[src/rtl/bus_timer_pkg.sv]
// Shared definitions for the bus_timer peripheral: FSM encoding, register map,
// CTRL field positions, mode codes and a byte-lane write merge helper.
package bus_timer_pkg;

  typedef enum logic [1:0] {
    ST_IDLE = 2'd0,
    ST_LOAD = 2'd1,
    ST_CNT  = 2'd2,
    ST_INT  = 2'd3
  } state_t;

  localparam logic [1:0] REG_CTRL   = 2'd0;
  localparam logic [1:0] REG_PRESET = 2'd1;
  localparam logic [1:0] REG_COUNT  = 2'd2;

  localparam int CTRL_EN      = 0;
  localparam int CTRL_MODE_LO = 1;
  localparam int CTRL_MODE_HI = 2;
  localparam int CTRL_IM      = 3;

  localparam logic [1:0] MODE_ONESHOT = 2'd0;
  localparam logic [1:0] MODE_RELOAD  = 2'd1;

  // Replace each byte lane of old_val whose enable is set with the matching lane of new_val.
  function automatic logic [31:0] merge_bytes(input logic [31:0] old_val,
                                              input logic [31:0] new_val,
                                              input logic [3:0]  be);
    logic [31:0] res;
    res = old_val;
    for (int i = 0; i < 4; i++) begin
      if (be[i]) begin
        res[8*i +: 8] = new_val[8*i +: 8];
      end else begin
        res[8*i +: 8] = old_val[8*i +: 8];
      end
    end
    return res;
  endfunction

endpackage

[src/rtl/bus_timer.sv]
// Memory-mapped countdown timer on the processor bridge: CTRL/PRESET/COUNT
// registers, a four-state count FSM and a registered interrupt line.
module bus_timer
  import bus_timer_pkg::*;
#(
  parameter logic [31:0] BASE_ADDR = 32'h0000_7F00
) (
  input  logic        clk,
  input  logic        reset,
  input  logic [31:0] addr,
  input  logic [3:0]  be,
  input  logic [31:0] wdata,
  input  logic        we,
  output logic [31:0] rdata,
  output logic        irq
);

  state_t      state_r;
  state_t      state_next_s;
  logic [3:0]  ctrl_r;
  logic [31:0] preset_r;
  logic [31:0] count_r;
  logic        flag_r;
  logic        pulse_r;
  logic        irq_r;

  logic        sel_s;
  logic        wr_ctrl_s;
  logic        wr_preset_s;
  logic        en_s;
  logic [1:0]  mode_s;
  logic        load_s;
  logic        dec_s;
  logic        fire_s;
  logic        reload_s;

  logic [3:0]  ctrl_fsm_s;
  logic [31:0] ctrl_merge_s;
  logic [3:0]  ctrl_next_s;
  logic [31:0] preset_next_s;
  logic [31:0] count_next_s;
  logic        flag_next_s;
  logic        unused_s;

  assign sel_s       = (addr[31:4] == BASE_ADDR[31:4]);
  assign wr_ctrl_s   = we & sel_s & (addr[3:2] == REG_CTRL);
  assign wr_preset_s = we & sel_s & (addr[3:2] == REG_PRESET);
  assign en_s        = ctrl_r[CTRL_EN];
  assign mode_s      = ctrl_r[CTRL_MODE_HI:CTRL_MODE_LO];
  assign unused_s    = ^{addr[1:0], ctrl_merge_s[31:4]};

  // FSM state register
  always_ff @(posedge clk) begin
    if (reset) begin
      state_r <= ST_IDLE;
    end else begin
      state_r <= state_next_s;
    end
  end

  // FSM next-state logic
  always_comb begin
    state_next_s = state_r;
    case (state_r)
      ST_IDLE: begin
        if (en_s) state_next_s = ST_LOAD;
        else      state_next_s = ST_IDLE;
      end
      ST_LOAD: state_next_s = ST_CNT;
      ST_CNT: begin
        if (!en_s)                   state_next_s = ST_IDLE;
        else if (count_r == 32'd0)   state_next_s = ST_INT;
        else                         state_next_s = ST_CNT;
      end
      ST_INT: begin
        if (mode_s == MODE_RELOAD) state_next_s = ST_LOAD;
        else                       state_next_s = ST_IDLE;
      end
      default: state_next_s = ST_IDLE;
    endcase
  end

  // FSM outputs: datapath actions for the current state
  always_comb begin
    load_s   = 1'b0;
    dec_s    = 1'b0;
    fire_s   = 1'b0;
    reload_s = 1'b0;
    case (state_r)
      ST_IDLE: load_s = 1'b0;
      ST_LOAD: load_s = 1'b1;
      ST_CNT:  dec_s  = en_s & (count_r != 32'd0);
      ST_INT: begin
        fire_s = 1'b1;
        case (mode_s)
          MODE_RELOAD:  reload_s = 1'b1;
          MODE_ONESHOT: reload_s = 1'b0;
          default:      reload_s = 1'b0;
        endcase
      end
      default: load_s = 1'b0;
    endcase
  end

  // Next register values; a CPU write to a CTRL byte overrides the FSM's EN clear
  always_comb begin
    ctrl_fsm_s = ctrl_r;
    if (fire_s && !reload_s) ctrl_fsm_s[CTRL_EN] = 1'b0;
    else                     ctrl_fsm_s[CTRL_EN] = ctrl_r[CTRL_EN];

    ctrl_merge_s = merge_bytes({28'd0, ctrl_fsm_s}, wdata, be);
    if (wr_ctrl_s) ctrl_next_s = ctrl_merge_s[3:0];
    else           ctrl_next_s = ctrl_fsm_s;

    if (wr_preset_s) preset_next_s = merge_bytes(preset_r, wdata, be);
    else             preset_next_s = preset_r;

    if (load_s)     count_next_s = preset_r;
    else if (dec_s) count_next_s = count_r - 32'd1;
    else            count_next_s = count_r;

    // Firing wins over a clearing write in the same cycle so no event is lost
    if (fire_s)                          flag_next_s = 1'b1;
    else if (wr_ctrl_s || wr_preset_s)   flag_next_s = 1'b0;
    else if (pulse_r)                    flag_next_s = 1'b0;
    else                                 flag_next_s = flag_r;
  end

  // Register file, interrupt flag and irq output
  always_ff @(posedge clk) begin
    if (reset) begin
      ctrl_r   <= 4'd0;
      preset_r <= 32'd0;
      count_r  <= 32'd0;
      flag_r   <= 1'b0;
      pulse_r  <= 1'b0;
      irq_r    <= 1'b0;
    end else begin
      ctrl_r   <= ctrl_next_s;
      preset_r <= preset_next_s;
      count_r  <= count_next_s;
      flag_r   <= flag_next_s;
      pulse_r  <= reload_s;
      irq_r    <= flag_next_s & ctrl_next_s[CTRL_IM];
    end
  end

  // Read mux, decoded from addr alone; the bridge qualifies with its own select
  always_comb begin
    rdata = 32'd0;
    case (addr[3:2])
      REG_CTRL:   rdata = {28'd0, ctrl_r};
      REG_PRESET: rdata = preset_r;
      REG_COUNT:  rdata = count_r;
      default:    rdata = 32'd0;
    endcase
  end

  assign irq = irq_r;

endmodule

[config.mk]
export PLATFORM = sky130hd
export DESIGN_NAME = bus_timer
export DESIGN_NICKNAME = d
export VERILOG_FILES = /design/src/rtl/bus_timer_pkg.sv /design/src/rtl/bus_timer.sv
export SDC_FILE = /design/constraint.sdc
export NUM_CORES = 1
export LEC_CHECK = 0
export ABC_AREA = 1
export CAP_MARGIN = 20
export CORE_ASPECT_RATIO = 1.25
export CORE_UTILIZATION = 30
export DETAILED_ROUTE_END_ITERATION = 8
export PLACE_DENSITY = 0.54
export SETUP_SLACK_MARGIN = 0.4
export SLEW_MARGIN = 20
export SYNTH_ARGS = -nofsm -noshare
export SYNTH_HDL_FRONTEND = slang
export SYNTH_SLANG_ARGS = --single-unit
[constraint.sdc]
create_clock -name clk -period 1.55 [get_ports clk]
set_input_delay 0.31 -clock clk [delete_from_list [all_inputs] [get_ports clk]]
set_output_delay 0.31 -clock clk [all_outputs]
set_load 0.01 [all_outputs]
### Word level (Yosys, flattened, before mapping)

Cells that the tools add are included.

* register bits: 73
* input port bits: 71
* output and inout port bits: 33

* $add $sub $neg: 1
* equal/unequal tests: 7
* muxes and demuxes: 19
* bitwise logic cells: 5
* reduce and logical (&&, ||, !) cells: 13

Operators with widths (number)
* 32-bit one-hot mux with 3 select lines: 1
* 32-bit 2-to-1 mux: 2
* 32-bit zero test: 1
* 32-bit nonzero test: 1
* 32-bit by 1-bit subtractor with 32-bit output (second input constant): 1
* 28-bit by 11-bit equality test with 1-bit output (second input constant): 1
* 1-bit 2-to-1 mux: 12
* 2-bit AND reduction: 5
* 4-bit 2-to-1 mux: 2
* 2-bit one-hot mux with 4 select lines: 1
* 2-bit by 1-bit equality test with 1-bit output (second input constant): 3
* 2-bit equality test (second input constant): 3
* 1-bit AND: 5
* 2-bit zero test: 2
* 2-bit 2-to-1 mux: 1
* 2-bit nonzero test: 1
* 1-bit logical AND: 1
* 1-bit zero test: 1
* 1-bit logical OR: 1

### Logic depth before layout (Yosys ltp)

Gate-level depths: netlist (run 1).

* depth in word-level cells: 9
* gate-level depth with buffers: 13

### Least setup slack after synthesis (run 1)

No wires, ideal clock.

* path type: input port to output port
* start: input addr[2]
* end: output rdata[0]
* data arrival time: 1.305 ns
* required time: 1.240 ns
* setup slack: -0.065 ns
* stages on the path: 5
* buffers on the path: 1
* cells stage by stage: inv_1 nor2_1 inv_1 clkbuf_1 o221ai_1

* longest elaborated chain between the ends: 2

Ends and longest elaborated chain
* from (decl): line bus_timer.sv:10 `input logic [31:0] addr,`
* 2-bit equality test (tied with other cells): line bus_timer.sv:151 `case (addr[3:2])`
* 32-bit one-hot mux with 3 select lines *: line bus_timer.sv:151
* to (decl): line bus_timer.sv:14 `output logic [31:0] rdata,`

Mark *: on every way between the ends. The rest lies on a longest branch, timed or not.

### Worst setup path in the final report (run 1)

* start: register count_r[2]
* end: register count_r[9]

* longest elaborated chain between the ends: 4

Ends and longest elaborated chain
* from (decl): line bus_timer.sv:22 `logic [31:0] count_r;`
* from (signal assigned): line bus_timer.sv:141 `count_r <= count_next_s;`
* branches (longest 4 deep; another with 32-bit by 1-bit subtractor with 32-bit output)

Several ways; the timed one is not identified. The select of a mux whose other input is x is not followed.
A chain may end at the register's enable or synchronous reset.

==> impl_metrics.tcl, run 1 <==
set metrics [dict create \
    diodes 0 \
    grt_max_degree 32 \
    synth_cell_type_count 32 \
    whs_ps 497 \
    timing.rr.start "count_r[2]" \
    timing.final.crit_period_ps 1610 \
    combPwrFrac_pct 9.7 \
    ios 104 \
    rrSetupSlack_ps -60 \
    die_h_um 140 \
    fin_nets 1075 \
    initial_core_util_pct 31.2 \
    rsz0062_at_grt "yes" \
    clock_path_buffers 2 \
    fin_setup_tns_ps -241 \
    total_power_mw 4.51 \
    synth.net_count 849 \
    core_sq_um 14600 \
    min_to "pulse_r" \
    ys_warn_count 0 \
    arrival_ps 1830 \
    vias 5754 \
    post-route-util_pct 58.7 \
    ys_async_sr_fraction_pct 0 \
    p_sw_mw 1.06 \
    routedWlPerCell_um 14.8 \
    final_antenna_net_count 0 \
    pre_cts_ws_ps -828 \
    end_kind "flop" \
    fin_crit_sh_pct 104 \
    synth_top_area_share_pct 32.1 \
    syn-cell-area_sq_um 4550 \
    finalSetupViolations 13 \
    drive_gt1_share_pct 49.7 \
    die_area_sq_um 15700 \
    cts.sinks 73 \
    instances_no_fill 1185 \
    ys_seq_elements 73 \
    syn_area_per_cell_sq_um 5.86 \
    cp_slowest_stage_delay_ps 370 \
    switching_share_pct 23.6 \
    antenna_found_initial 0 \
    synth_common_cells "214 x nand2_1, 180 x nor2_1, 91 x inv_1" \
    place_inst 1131 \
    synth_seq_area_share_pct 32.1 \
    worst_slew_pin_slew_ps 366 \
    outcome "finished with violations" \
    dpl_cell_area_sq_um 7090 \
    cts_tree "done" \
    r2r_cells 9 \
    vdd_drop_max_v 0.000464 \
    die_w_um 112 \
    synthTopCellsByArea "dfxtp_1 32%, nand2_1 18%, nor2_1 15%" \
    hold_class "reg2reg" \
    clock_latency_ps 350 \
    max_freq_mhz 621 \
    drtPass1Iterations 6 \
    reg2reg_to "count_r[9]" \
    relSlewSlack_pct 75.6 \
    synth.most_common_cell "nand2_1" \
    synth_top_area_cell "dfxtp_1" \
    maxCapViolations 0 \
    port_buffers 101 \
    grt_usage_pct 22.9 \
    timing.critical_path.cells "buf_12 -> nor2_4 -> nand2_4 -> nor2_4 -> nand2_4 -> buf_4 -> xor2_1 -> nor2_1 -> nor3_2" \
    cts_root_buf "clkbuf_16" \
    fin_area_sq_um 8560 \
    pwr-share-seq_pct 40.9 \
    crit_slowest_cell "dfxtp_4" \
    clk_pin_slew_ps 60 \
    clkPwrFrac_pct 49.4 \
    internal_power_mw 3.45 \
    slew_violations 0 \
    cellLeakagePower_nw 3.88 \
    powerDensity_nw_per_um2 527 \
    area_delta_synth_final_pct 88.3 \
    dpl.hpwl_mm 12.6 \
    grt_pass1_wl_mm 28.0 \
    critPathLaunchType "flop" \
    ys.flop_type "dfxtp_1" \
    gp_congestion 0.903 \
    wl_mm 17.5 \
    htreeDepth 3 \
    grt_overflow 0 \
    synthCells 776 \
    rows 49 \
    setup_slack_ps -61.0 \
    violations "DRC, setup timing" \
    postCtsHoldBufs 0 \
    drt_iter0_markers 194 \
    grt_pass1_vias 5702 \
    hold_depth 1 \
    fin_skew_ps 9.41 \
    drc 5 \
    numCtsBuffers 9 \
    critical_path_class "reg2reg" \
    via_per_inst 4.86 \
    crit_fanout 4 \
    hold_viol 0 \
    synth_edf_count 0 \
    hold_path.startpoint "ctrl_r[2]" \
    required_ps 1770 \
]
==> registers in the layout, summed over array words and instances, names as in the netlist <==
register	flops
count_r	32
irq	1
preset_r	32
ctrl_r	4
flag_r	1
pulse_r	1
state_r	2
==> cells in the final DEF (no fill, tap or decap), types with 5 or more instances in the layout <==
cell type	netlist	final
buf_12	0	15
xor2_1	8	7
nand2_2	3	52
buf_6	1	49
nand4_1	7	7
inv_2	6	27
dfxtp_2	0	16
nor3_1	9	5
clkbuf_16	0	9
buf_2	5	33
dfxtp_4	0	18
nand3_4	0	6
dfxtp_1	73	39
nor2_1	180	103
nand2_4	2	15
buf_4	2	94
a21oi_2	4	6
nand3_1	39	34
o21ai_1	1	12
o22ai_4	0	27
o21ai_0	39	26
inv_1	91	57
nor2_4	3	41
inv_4	0	9
nor2_2	5	44
a21oi_1	20	18
nand2_1	214	152
clkdlybuf4s50_1	0	36
==> logic make-up after synthesis <==
group                      synth area share [%]
buffers and inverters                      11.0
and+or+nand+nor                            42.5
xor gates and xnor gates                   1.54
adders and majority gates                 0.550
AOI/OAI and AO/OA                          12.3
DFF                                        32.1
==> how the worst max path moves through the flow <==
stage               slack (ps)        start          end
floorplan                   80  count_r[13]  count_r[13]
global placement          -820      addr[2]    rdata[11]
detailed placement        -830      addr[2]    rdata[17]
CTS                        -50   count_r[0]  count_r[11]
global route              -160   count_r[1]  count_r[11]
finish                     -60   count_r[2]   count_r[9]
==> layout make-up <==
cell class	instances	area [sq um]
Clock inverter	4	50.0
Tap cell	178	223
Clock buffer	12	267
Sequential cell	73	1550
Timing Repair Buffer	239	2270
Inverter	100	443
Fill cell	1381	6030
Multi-Input combinational cell	579	3760
==> routing by layer <==
layer	wire length, um	track usage, %	share of wire, %
met5	0	0	0
met4	476	9.82	2.7
met3	606	3.61	3.5
met2	9380	42.2	53
met1	7070	25.8	40
==> power by group through the flow <==
stage          combinational, mW  sequential (mW)  clock (mW)
2_1_floorplan              0.152             1.92           0
3_3_place_gp               0.392             1.92           0
3_5_place_dp               0.398             1.92           0
4_1_cts                    0.424             1.86        2.24
5_1_grt                    0.463             1.84        2.34
6_report                   0.438             1.84        2.23
==> worst max-delay path, delay by kind of cell, from the launching register on <==
kind | cells | cell delay (ps)
xor+xnor | 1 | 130
flops | 1 | 370
buf+inv | 2 | 270
simple gates | 6 | 710
==> repair_timing <==
item                                    4_1_cts  5_1_grt
endpoints found under the setup margin      105      104
buffers inserted                             24        8
gates resized for setup                     436      151
cloned                                        6        0
pin swaps                                    62       47
(Power assumes the default switching activity.)
==> inputs of run 2 (changes only) <==
--- a/config.mk
+++ b/config.mk
@@ -11,6 +11,7 @@
 export CORE_UTILIZATION = 30
 export DETAILED_ROUTE_END_ITERATION = 8
 export PLACE_DENSITY = 0.54
+export REMOVE_ABC_BUFFERS = 1
 export SETUP_SLACK_MARGIN = 0.4
 export SLEW_MARGIN = 20
 export SYNTH_ARGS = -nofsm -noshare
==> impl_metrics.tcl, run 2 (synthesis gave the netlist of run 1 again) <==
set metrics [dict create \
    instances_no_fill 1217 \
    initial_core_util_pct 31.2 \
    fin_setup_tns_ps -1500 \
    clock_path_buffers 2 \
    via_per_inst 4.87 \
    diodes 0 \
    top_regs "count_r: 32 flops, preset_r: 32 flops, ctrl_r: 4 flops" \
    finalSetupViolations 28 \
    crit_fanout 6 \
    vdd_drop_max_v 0.000429 \
    relSlewSlack_pct 80.2 \
    drt_iter0_markers 292 \
    post-route-util_pct 60.4 \
    pre_cts_ws_ps -753 \
    die_h_um 140 \
    powerDensity_nw_per_um2 530 \
    htreeDepth 3 \
    timing.critical_path.cells "inv_2 -> ha_4 -> nand2_4 -> nor2_4 -> nand2_1 -> nor2_2 -> nand2_2 -> nand2_8 -> nand2_8 -> buf_12 -> o21ai_2 -> nor2_1" \
    worst_path_most_repeated_cell "nand2_8" \
    final-seq-area_sq_um 1540 \
    grt_overflow 0 \
    dpl.hpwl_mm 11.7 \
    crit_slowest_cell "dfxtp_2" \
    layout_commonest_cell "nand2_1" \
    postCtsHoldBufs 0 \
    cellLeakagePower_nw 4.14 \
    n_fill_cell 1278 \
    antenna_found_initial 0 \
    critical_path_class "reg2reg" \
    end_kind "flop" \
    port_buffers 101 \
    cp_slowest_stage_delay_ps 330 \
    slew_violations 0 \
    whs_ps 482 \
    clock_latency_ps 350 \
    rsz0062_at_grt "yes" \
    grt_usage_pct 23.3 \
    wl_mm 19.3 \
    hold_viol 0 \
    clk_pin_slew_ps 70 \
    worst_slew_pin_slew_ps 297 \
    final_antenna_net_count 0 \
    ios 104 \
    max_freq_mhz 604 \
    drc 5 \
    arrival_ps 1900 \
    grt_pass1_vias 5572 \
    die_area_sq_um 15700 \
    grt_pass1_wl_mm 28.4 \
    hold_class "reg2reg" \
    violations "DRC, setup timing" \
    vias 5925 \
    crit_buf_inv 2 \
    core_sq_um 14600 \
    setup_slack_ps -106 \
    final_cell_mix "148 x nand2_1, 101 x buf_4, 93 x nor2_1" \
    fin_area_sq_um 8820 \
    cp_top_family "simple AND/OR/NAND/NOR gates" \
    rows 49 \
    total_power_mw 4.67 \
    fin_crit_sh_pct 107 \
    required_ps 1790 \
    gp_congestion 0.864 \
    timing.final.crit_period_ps 1660 \
    dpl_cell_area_sq_um 6630 \
    fin_skew_ps 11.5 \
    cts.sinks 73 \
    grt_max_degree 37 \
    drive_gt1_share_pct 51.8 \
    area_delta_synth_final_pct 93.9 \
    drtPass1Iterations 7 \
    cts_tree "done" \
    maxCapViolations 0 \
    fin_nets 1107 \
    place_inst 1141 \
    cts_root_buf "clkbuf_16" \
    routedWlPerCell_um 15.8 \
    numCtsBuffers 9 \
    outcome "finished with violations" \
    multi_input_area_sq_um 3610 \
    critPathLaunchType "flop" \
    die_w_um 112 \
]
## run 2: cell types whose count changed in the layout (fill, tap and decap cells not counted), sizes merged
cell,before,now
bufinv,1,2
buf,197,220
inv,97,101
clkbuf,14,18
nand3,44,43
clkdlybuf4s50,36,37
## run 2: cell type report
type	count	area share [%]
Timing Repair inverter	2	0.312
Multi-Input combinational cell	578	40.9
Tap cell	178	2.53
Sequential cell	73	17.4
Clock buffer	9	2.55
Timing Repair Buffer	270	30.2
Inverter	100	4.95
Clock inverter	7	1.15
## run 2: repair_timing
item	CTS	global route
endpoints found under the hold margin	0	0
buffers inserted	33	11
pin swaps	66	60
endpoints found under the setup margin	104	104
gates cloned	9	7
gates resized for setup	476	200
## run 2: worst reg2reg max path, stage by stage, from the launching register on
cell and delay [ps]:
dfxtp_2 330, inv_2 80, ha_4 140, nand2_4 50
nor2_4 90, nand2_1 70, nor2_2 100, nand2_2 100
nand2_8 130, nand2_8 120, buf_12 170, o21ai_2 100
nor2_1 60
## run 2: per-layer routing
| layer | global-route usage, % | vias to the layer above | part of all wire, % |
|---|---|---|---|
| met5 | 0 | - | 0 |
| met4 | 11.6 | 0 | 2.7 |
| met2 | 41.4 | 168 | 52 |
| met3 | 3.31 | 31 | 4.4 |
| li1 | - | 2987 | - |
| met1 | 27.3 | 2739 | 41 |
## run 2: report_power, final
group	internal (mW)	switching (mW)
clock	1.42	0.893
sequential	1.85	0.0000446
combinational	0.289	0.219
total	3.56	1.11
## run 2: final timing paths
path                   start         end  slack [ps]  depth (start not counted)
hold reg to reg   count_r[0]  count_r[0]         480                          2
setup / recovery  count_r[1]  count_r[8]        -110                         12
setup reg to reg  count_r[1]  count_r[8]        -110                         12
hold / removal    count_r[0]  count_r[0]         480                          2
==> inputs of run 3 (changes only) <==
--- a/config.mk
+++ b/config.mk
@@ -8,9 +8,9 @@
 export ABC_AREA = 1
 export CAP_MARGIN = 20
 export CORE_ASPECT_RATIO = 1.25
-export CORE_UTILIZATION = 30
+export CORE_UTILIZATION = 46
 export DETAILED_ROUTE_END_ITERATION = 8
-export PLACE_DENSITY = 0.54
+export PLACE_DENSITY = 0.77
 export REMOVE_ABC_BUFFERS = 1
 export SETUP_SLACK_MARGIN = 0.4
 export SLEW_MARGIN = 20
==> impl_metrics.tcl, run 3 (synthesis gave the netlist of run 1 again) <==
set metrics [dict create \
    via_per_inst 6.30 \
    hold_path.startpoint "count_r[30]" \
    rsz0062_at_grt "yes" \
    maxCapViolations 0 \
    hold_class "reg2reg" \
    numCtsBuffers 9 \
    clock_path_buffers 2 \
    required_ps 1790 \
    grt_usage_pct 38.4 \
    top_regs "count_r: 32 flops, preset_r: 32 flops, ctrl_r: 4 flops" \
    rows 40 \
    min_to "count_r[30]" \
    max_freq_mhz 530 \
    fin_nets 1090 \
    violations "setup timing" \
    timing.final.crit_period_ps 1890 \
    drc 0 \
    core_sq_um 9610 \
    end_kind "flop" \
    layout_commonest_cell "nand2_1" \
    crit_path_start "count_r[1]" \
    antenna_found_initial 1 \
    outcome "finished with violations" \
    cts_tree "done" \
    final_antenna_net_count 0 \
    gp_congestion 0.923 \
    cts.sinks 73 \
    worst_slew_pin_slew_ps 404 \
    slew_violations 0 \
    grt_pass1_wl_mm 30.8 \
    rrSetupSlack_ps -340 \
    final_cell_mix "136 x nand2_1, 90 x nor2_1, 90 x buf_4" \
    fin_crit_sh_pct 122 \
    fin_skew_ps 14.9 \
    clk_pin_slew_ps 70 \
    routedWlPerCell_um 23.6 \
    pre_cts_ws_ps -749 \
    drt_iter0_markers 883 \
    setup_slack_ps -337 \
    crit_fanout 5 \
    grt_overflow 0 \
    relSlewSlack_pct 73.1 \
    htreeDepth 3 \
    critical_path_class "reg2reg" \
    clock_latency_ps 360 \
    drive_gt1_share_pct 53.6 \
    grt_max_degree 36 \
    vdd_drop_max_v 0.000561 \
    vias 7234 \
    powerDensity_nw_per_um2 530 \
    cellLeakagePower_nw 4.04 \
    arrival_ps 2120 \
    hold_depth 2 \
    critPathLaunchType "flop" \
    die_h_um 113 \
    total_power_mw 4.63 \
    reg2reg_to "count_r[14]" \
    ios 104 \
    initial_core_util_pct 47.3 \
    finalSetupViolations 44 \
    die_area_sq_um 10300 \
    hold_viol 0 \
    timing.rr.start "count_r[1]" \
    wl_mm 27.1 \
    cts_root_buf "clkbuf_16" \
    dpl.hpwl_mm 11.3 \
    die_w_um 90.9 \
    r2r_cells 12 \
    grt_pass1_vias 6142 \
    area_delta_synth_final_pct 92.3 \
    drtPass1Iterations 8 \
    port_buffers 101 \
]
run 3: cell types whose count changed in the layout (fill, tap and decap cells not counted), moves of 6 or more:
cell	before	now
nand2_1	148	136
buf_4	101	90
nand2_4	17	27
buf_2	44	37
a21oi_1	19	13
a21oi_2	5	11
buf_12	17	11
buf_6	47	53
inv_4	12	6
nand3_1	32	26
run 3: layer usage:
metal / global-route usage [%] / wire, um / share of wire, % / vias to the layer above
met4: 23.4 / 3200 / 12 / 0
met2: 68.5 / 12200 / 45 / 683
met5: 0 / 0 / 0 / -
met1: 41.9 / 8560 / 32 / 3299
met3: 7.33 / 3070 / 11 / 309
li1: - / - / - / 2943
run 3: through the flow:
step	utilization, %	hold WS (ps)	std cells	area (sq um)	setup TNS [ps]
3_3_place_gp	67.3	478	1080	6470	-36840
4_1_cts	81.8	491	1136	7860	-1650
2_1_floorplan	-	372	750	4430	-6560
5_1_grt	91.0	513	1148	8740	-8410
3_5_place_dp	67.3	486	1080	6470	-40760
6_report	91.0	488	1149	8740	-7560
run 3: worst max-delay path by stage:
stage                   to  slack [ps]  cells after the start
5_1_grt        count_r[14]        -370                     12
6_report       count_r[14]        -340                     12
3_5_place_dp      rdata[2]        -750                      7
2_1_floorplan     rdata[0]        -210                      4
4_1_cts        count_r[18]         -80                     12
3_3_place_gp      rdata[1]        -720                      7
run 3: where the power goes:
group / switching [mW] / leakage [nW] / internal (mW)
Sequential: 0.0000482 / 0.607 / 1.86
Clock: 0.914 / 0.142 / 1.29
Combinational: 0.264 / 3.30 / 0.306
Total: 1.18 / 4.04 / 3.45
run 3: worst max-delay path: stages (launching register included):
cell	delay [ps]
dfxtp_2	370
inv_4	60
ha_4	160
nand2_4	50
nor2_4	40
buf_4	130
nand3_2	90
nor2_4	50
nor2_2	260
buf_6	210
nand2_2	80
a21oi_1	160
nor2_1	70
run 3: repair_timing:
action,in CTS,in global routing
setup endpoints to repair,104,104
pin swaps,65,88
buffers inserted,28,7
gates resized for setup,487,231
endpoints found under the hold margin,0,0
hold buffers,0,0
gates cloned,12,5
run 3: final cells by class:
class | instances | area (sq um)
fillers | 402 | 867
repair inverters | 3 | 43.8
inverters | 100 | 420
multi-input cells | 579 | 3820
diodes | 1 | 2.50
clock inverters | 5 | 55.1
well taps | 126 | 158
flip-flops and latches | 73 | 1520
clock buffers | 11 | 243
repair buffers | 251 | 2480
==> RTL edit: new RTL, config.mk and constraints of run 3 <==
Add an input register stage for `addr`, `be`, `wdata` and `we`; this delays them by one clock.
--- a/src/rtl/bus_timer.sv
+++ b/src/rtl/bus_timer.sv
@@ -16,2 +16,14 @@
 );
+
+  logic [31:0] addr_q;
+  logic [3:0] be_q;
+  logic [31:0] wdata_q;
+  logic we_q;
+
+  always_ff @(posedge clk) begin
+    addr_q  <= addr;
+    be_q    <= be;
+    wdata_q <= wdata;
+    we_q    <= we;
+  end
 
@@ -44,8 +56,8 @@
 
-  assign sel_s       = (addr[31:4] == BASE_ADDR[31:4]);
-  assign wr_ctrl_s   = we & sel_s & (addr[3:2] == REG_CTRL);
-  assign wr_preset_s = we & sel_s & (addr[3:2] == REG_PRESET);
+  assign sel_s       = (addr_q[31:4] == BASE_ADDR[31:4]);
+  assign wr_ctrl_s   = we_q & sel_s & (addr_q[3:2] == REG_CTRL);
+  assign wr_preset_s = we_q & sel_s & (addr_q[3:2] == REG_PRESET);
   assign en_s        = ctrl_r[CTRL_EN];
   assign mode_s      = ctrl_r[CTRL_MODE_HI:CTRL_MODE_LO];
-  assign unused_s    = ^{addr[1:0], ctrl_merge_s[31:4]};
+  assign unused_s    = ^{addr_q[1:0], ctrl_merge_s[31:4]};
 
@@ -110,3 +122,3 @@
 
-    ctrl_merge_s = merge_bytes({28'd0, ctrl_fsm_s}, wdata, be);
+    ctrl_merge_s = merge_bytes({28'd0, ctrl_fsm_s}, wdata_q, be_q);
     if (wr_ctrl_s) ctrl_next_s = ctrl_merge_s[3:0];
@@ -114,3 +126,3 @@
 
-    if (wr_preset_s) preset_next_s = merge_bytes(preset_r, wdata, be);
+    if (wr_preset_s) preset_next_s = merge_bytes(preset_r, wdata_q, be_q);
     else             preset_next_s = preset_r;
@@ -150,3 +162,3 @@
     rdata = 32'd0;
-    case (addr[3:2])
+    case (addr_q[3:2])
       REG_CTRL:   rdata = {28'd0, ctrl_r};
Behaviour: not the same (Yosys sat finds a counterexample within 4 cycles, from zero or initial values and one cycle with reset high).
==> RTL edit against run 3 <==
- the run still ends with negative setup slack left
- sequential share of layout area grew 11 points
- cell area is 12% higher
- synthesized cell count rose by 5.4%
- cell count is 6.2% higher
- non-clock buffer count down 24
- power increased by 77%
- synthesized area increased by 31%
- routed wire length is 15% lower
- combinational power is 33% lower
- die area up 30%
- sequential cell count rose by 67
- worst setup slack got worse by 0.026 ns
- critical path type unchanged
- largest power group unchanged
==> RTL edit: results (changes against run 3) <==
Run status
The flow ran to the end, but the final reports show violations. The checks that failed: negative setup slack.

GRT
The via count of the first global-routing pass is 6360 (+3.5%). The largest net degree at the start of global routing is 39 (+8.3%).

Detailed routing
The post-detailed-route wirelength per cell came to 18.8 um (-20%). The detailed-routed wire length on met3 came to 2.21 mm (-28%). The length of routed wiring on met1 is 7.71 mm (-9.9%).

The number of DRC markers in iteration 0 is 626 (-29%). The wire length on met2 is 11.4 mm (-6.6%).

Clocking
The number of buffers inserted during clock tree synthesis is 17 (+8).

Yosys
By area the synthesized netlist is led by dfxtp_1 (47%), nand2_1 (12%), nor2_1 (12%), inv_1 (6.2%), o21ai_0 (3.5%). The adder and majority cell fraction of the synthesized area is 0.421% (-0.13 points). The sequential-to-total area share from yosys stat is 47.2% (+15 points).

Critical path
The length in cells of the worst reg-to-reg path is 11 (-1). The signal arrival time at the worst endpoint is 2.27 ns (+0.15 ns).

STA
The worst hold slack after final layout is 0.317 ns (-0.171 ns). The worst path setup slack after routing was -0.362 ns (-0.0257 ns). The setup violation total in the final timing report is 103 (+130%).

Cells and area
The largest registers in the layout are count_r: 32 flops, preset_r: 32 flops, wdata_q: 32 flops. The fraction of final layout cells sized beyond drive strength 1 is 41.7% (-12 points). The net count of the finished layout came to 1112 (+2.0%).

Power and ir drop
The peak supply drop is 0.920 mV (+64%). The design internal power is 6.38 mW (+85%).

Placed design
The detailed placement HPWL is 11.0 mm (-3.0%). The instance area at placement is 7750 um^2 (+20%). The global placement routability congestion came to 0.924 (+0.20%).

Hold path
In this run the worst hold path is classified as in2reg. The number of cells on the worst hold path was 1 (-1).
==> RTL edit: cell count changes in the layout (fill, tap and decap cells not counted), moves of 9 or more <==
| cell | delta |
|---|---|
| nor2_1 | +27 |
| inv_1 | +31 |
| o22ai_2 | -10 |
| nand2_1 | -20 |
| buf_4 | -9 |
| clkdlybuf4s50_1 | +31 |
| nor2_4 | -23 |
| inv_2 | -25 |
| dfxtp_1 | +82 |
| a21oi_1 | -9 |
| buf_6 | -26 |
| nand3_1 | -9 |
| o22ai_1 | +10 |
==> RTL edit: worst max-delay path, stage by stage (launching register included) <==
cell and delay (ns):
dfxtp_1 0.34, nor2_2 0.18, nand2_1 0.09, nor2_2 0.20, nand3_1 0.17, nor2_4 0.17
nand2_4 0.10, nand2_8 0.14, buf_12 0.12, buf_16 0.13, nor2_2 0.04, nor2_1 0.13
==> RTL edit: what timing repair did <==
action | CTS | global route
pin swaps | 53 | 52
setup buffers | 26 | 4
resized for setup | 317 | 157
endpoints found under the setup margin | 104 | 105
endpoints found under the hold margin | 0 | 0
cloned | 8 | 0
==> RTL edit: cells by family after synthesis <==
kind of cell	after synthesis
and+or+nand+nor	437
xor gates and xnor gates	10
adders and majority gates	2
DFF	140
buffers and inverters	126
AOI/OAI and AO/OA	103
==> RTL edit: per-layer routing <==
metal	global-route usage [%]	vias to the layer above
met5	0	-
met2	54.2	485
li1	-	3012
met3	7.14	167
met4	16.1	0
met1	30.2	3187
==> RTL edit: final cells by class <==
class                      count  area share [%]
sequential                   140            28.9
multi-input combinational    552            36.2
inverter                     100            4.07
clock inverter                12            1.40
clock buffer                  20            4.67
timing repair buffer         227            22.4
timing repair inverter         1           0.115
tap                          168            2.15
==> RTL edit: stage by stage <==
| step | util [%] | setup WS, ns | setup TNS, ns | instances |
|---|---|---|---|---|
| 2_1_floorplan | - | -0.405 | -13.99 | 792 |
| 3_3_place_gp | 61.2 | -0.245 | -7.59 | 1150 |
| 3_5_place_dp | 61.2 | -0.281 | -9.61 | 1150 |
| 4_1_cts | 72.6 | -0.201 | -11.18 | 1216 |
| 5_1_grt | 77.2 | -0.433 | -29.40 | 1220 |
| 6_report | 77.2 | -0.362 | -21.72 | 1220 |
==> RTL edit: power by group through the flow <==
stage / logic [mW] / registers [mW] / clock network (mW)
after CTS: 0.349 / 3.73 / 4.08
after global placement: 0.300 / 3.80 / 0
after global routing: 0.401 / 3.74 / 4.29
after floorplan: 0.0663 / 3.79 / 0
after detailed placement: 0.304 / 3.80 / 0
final: 0.381 / 3.73 / 4.10
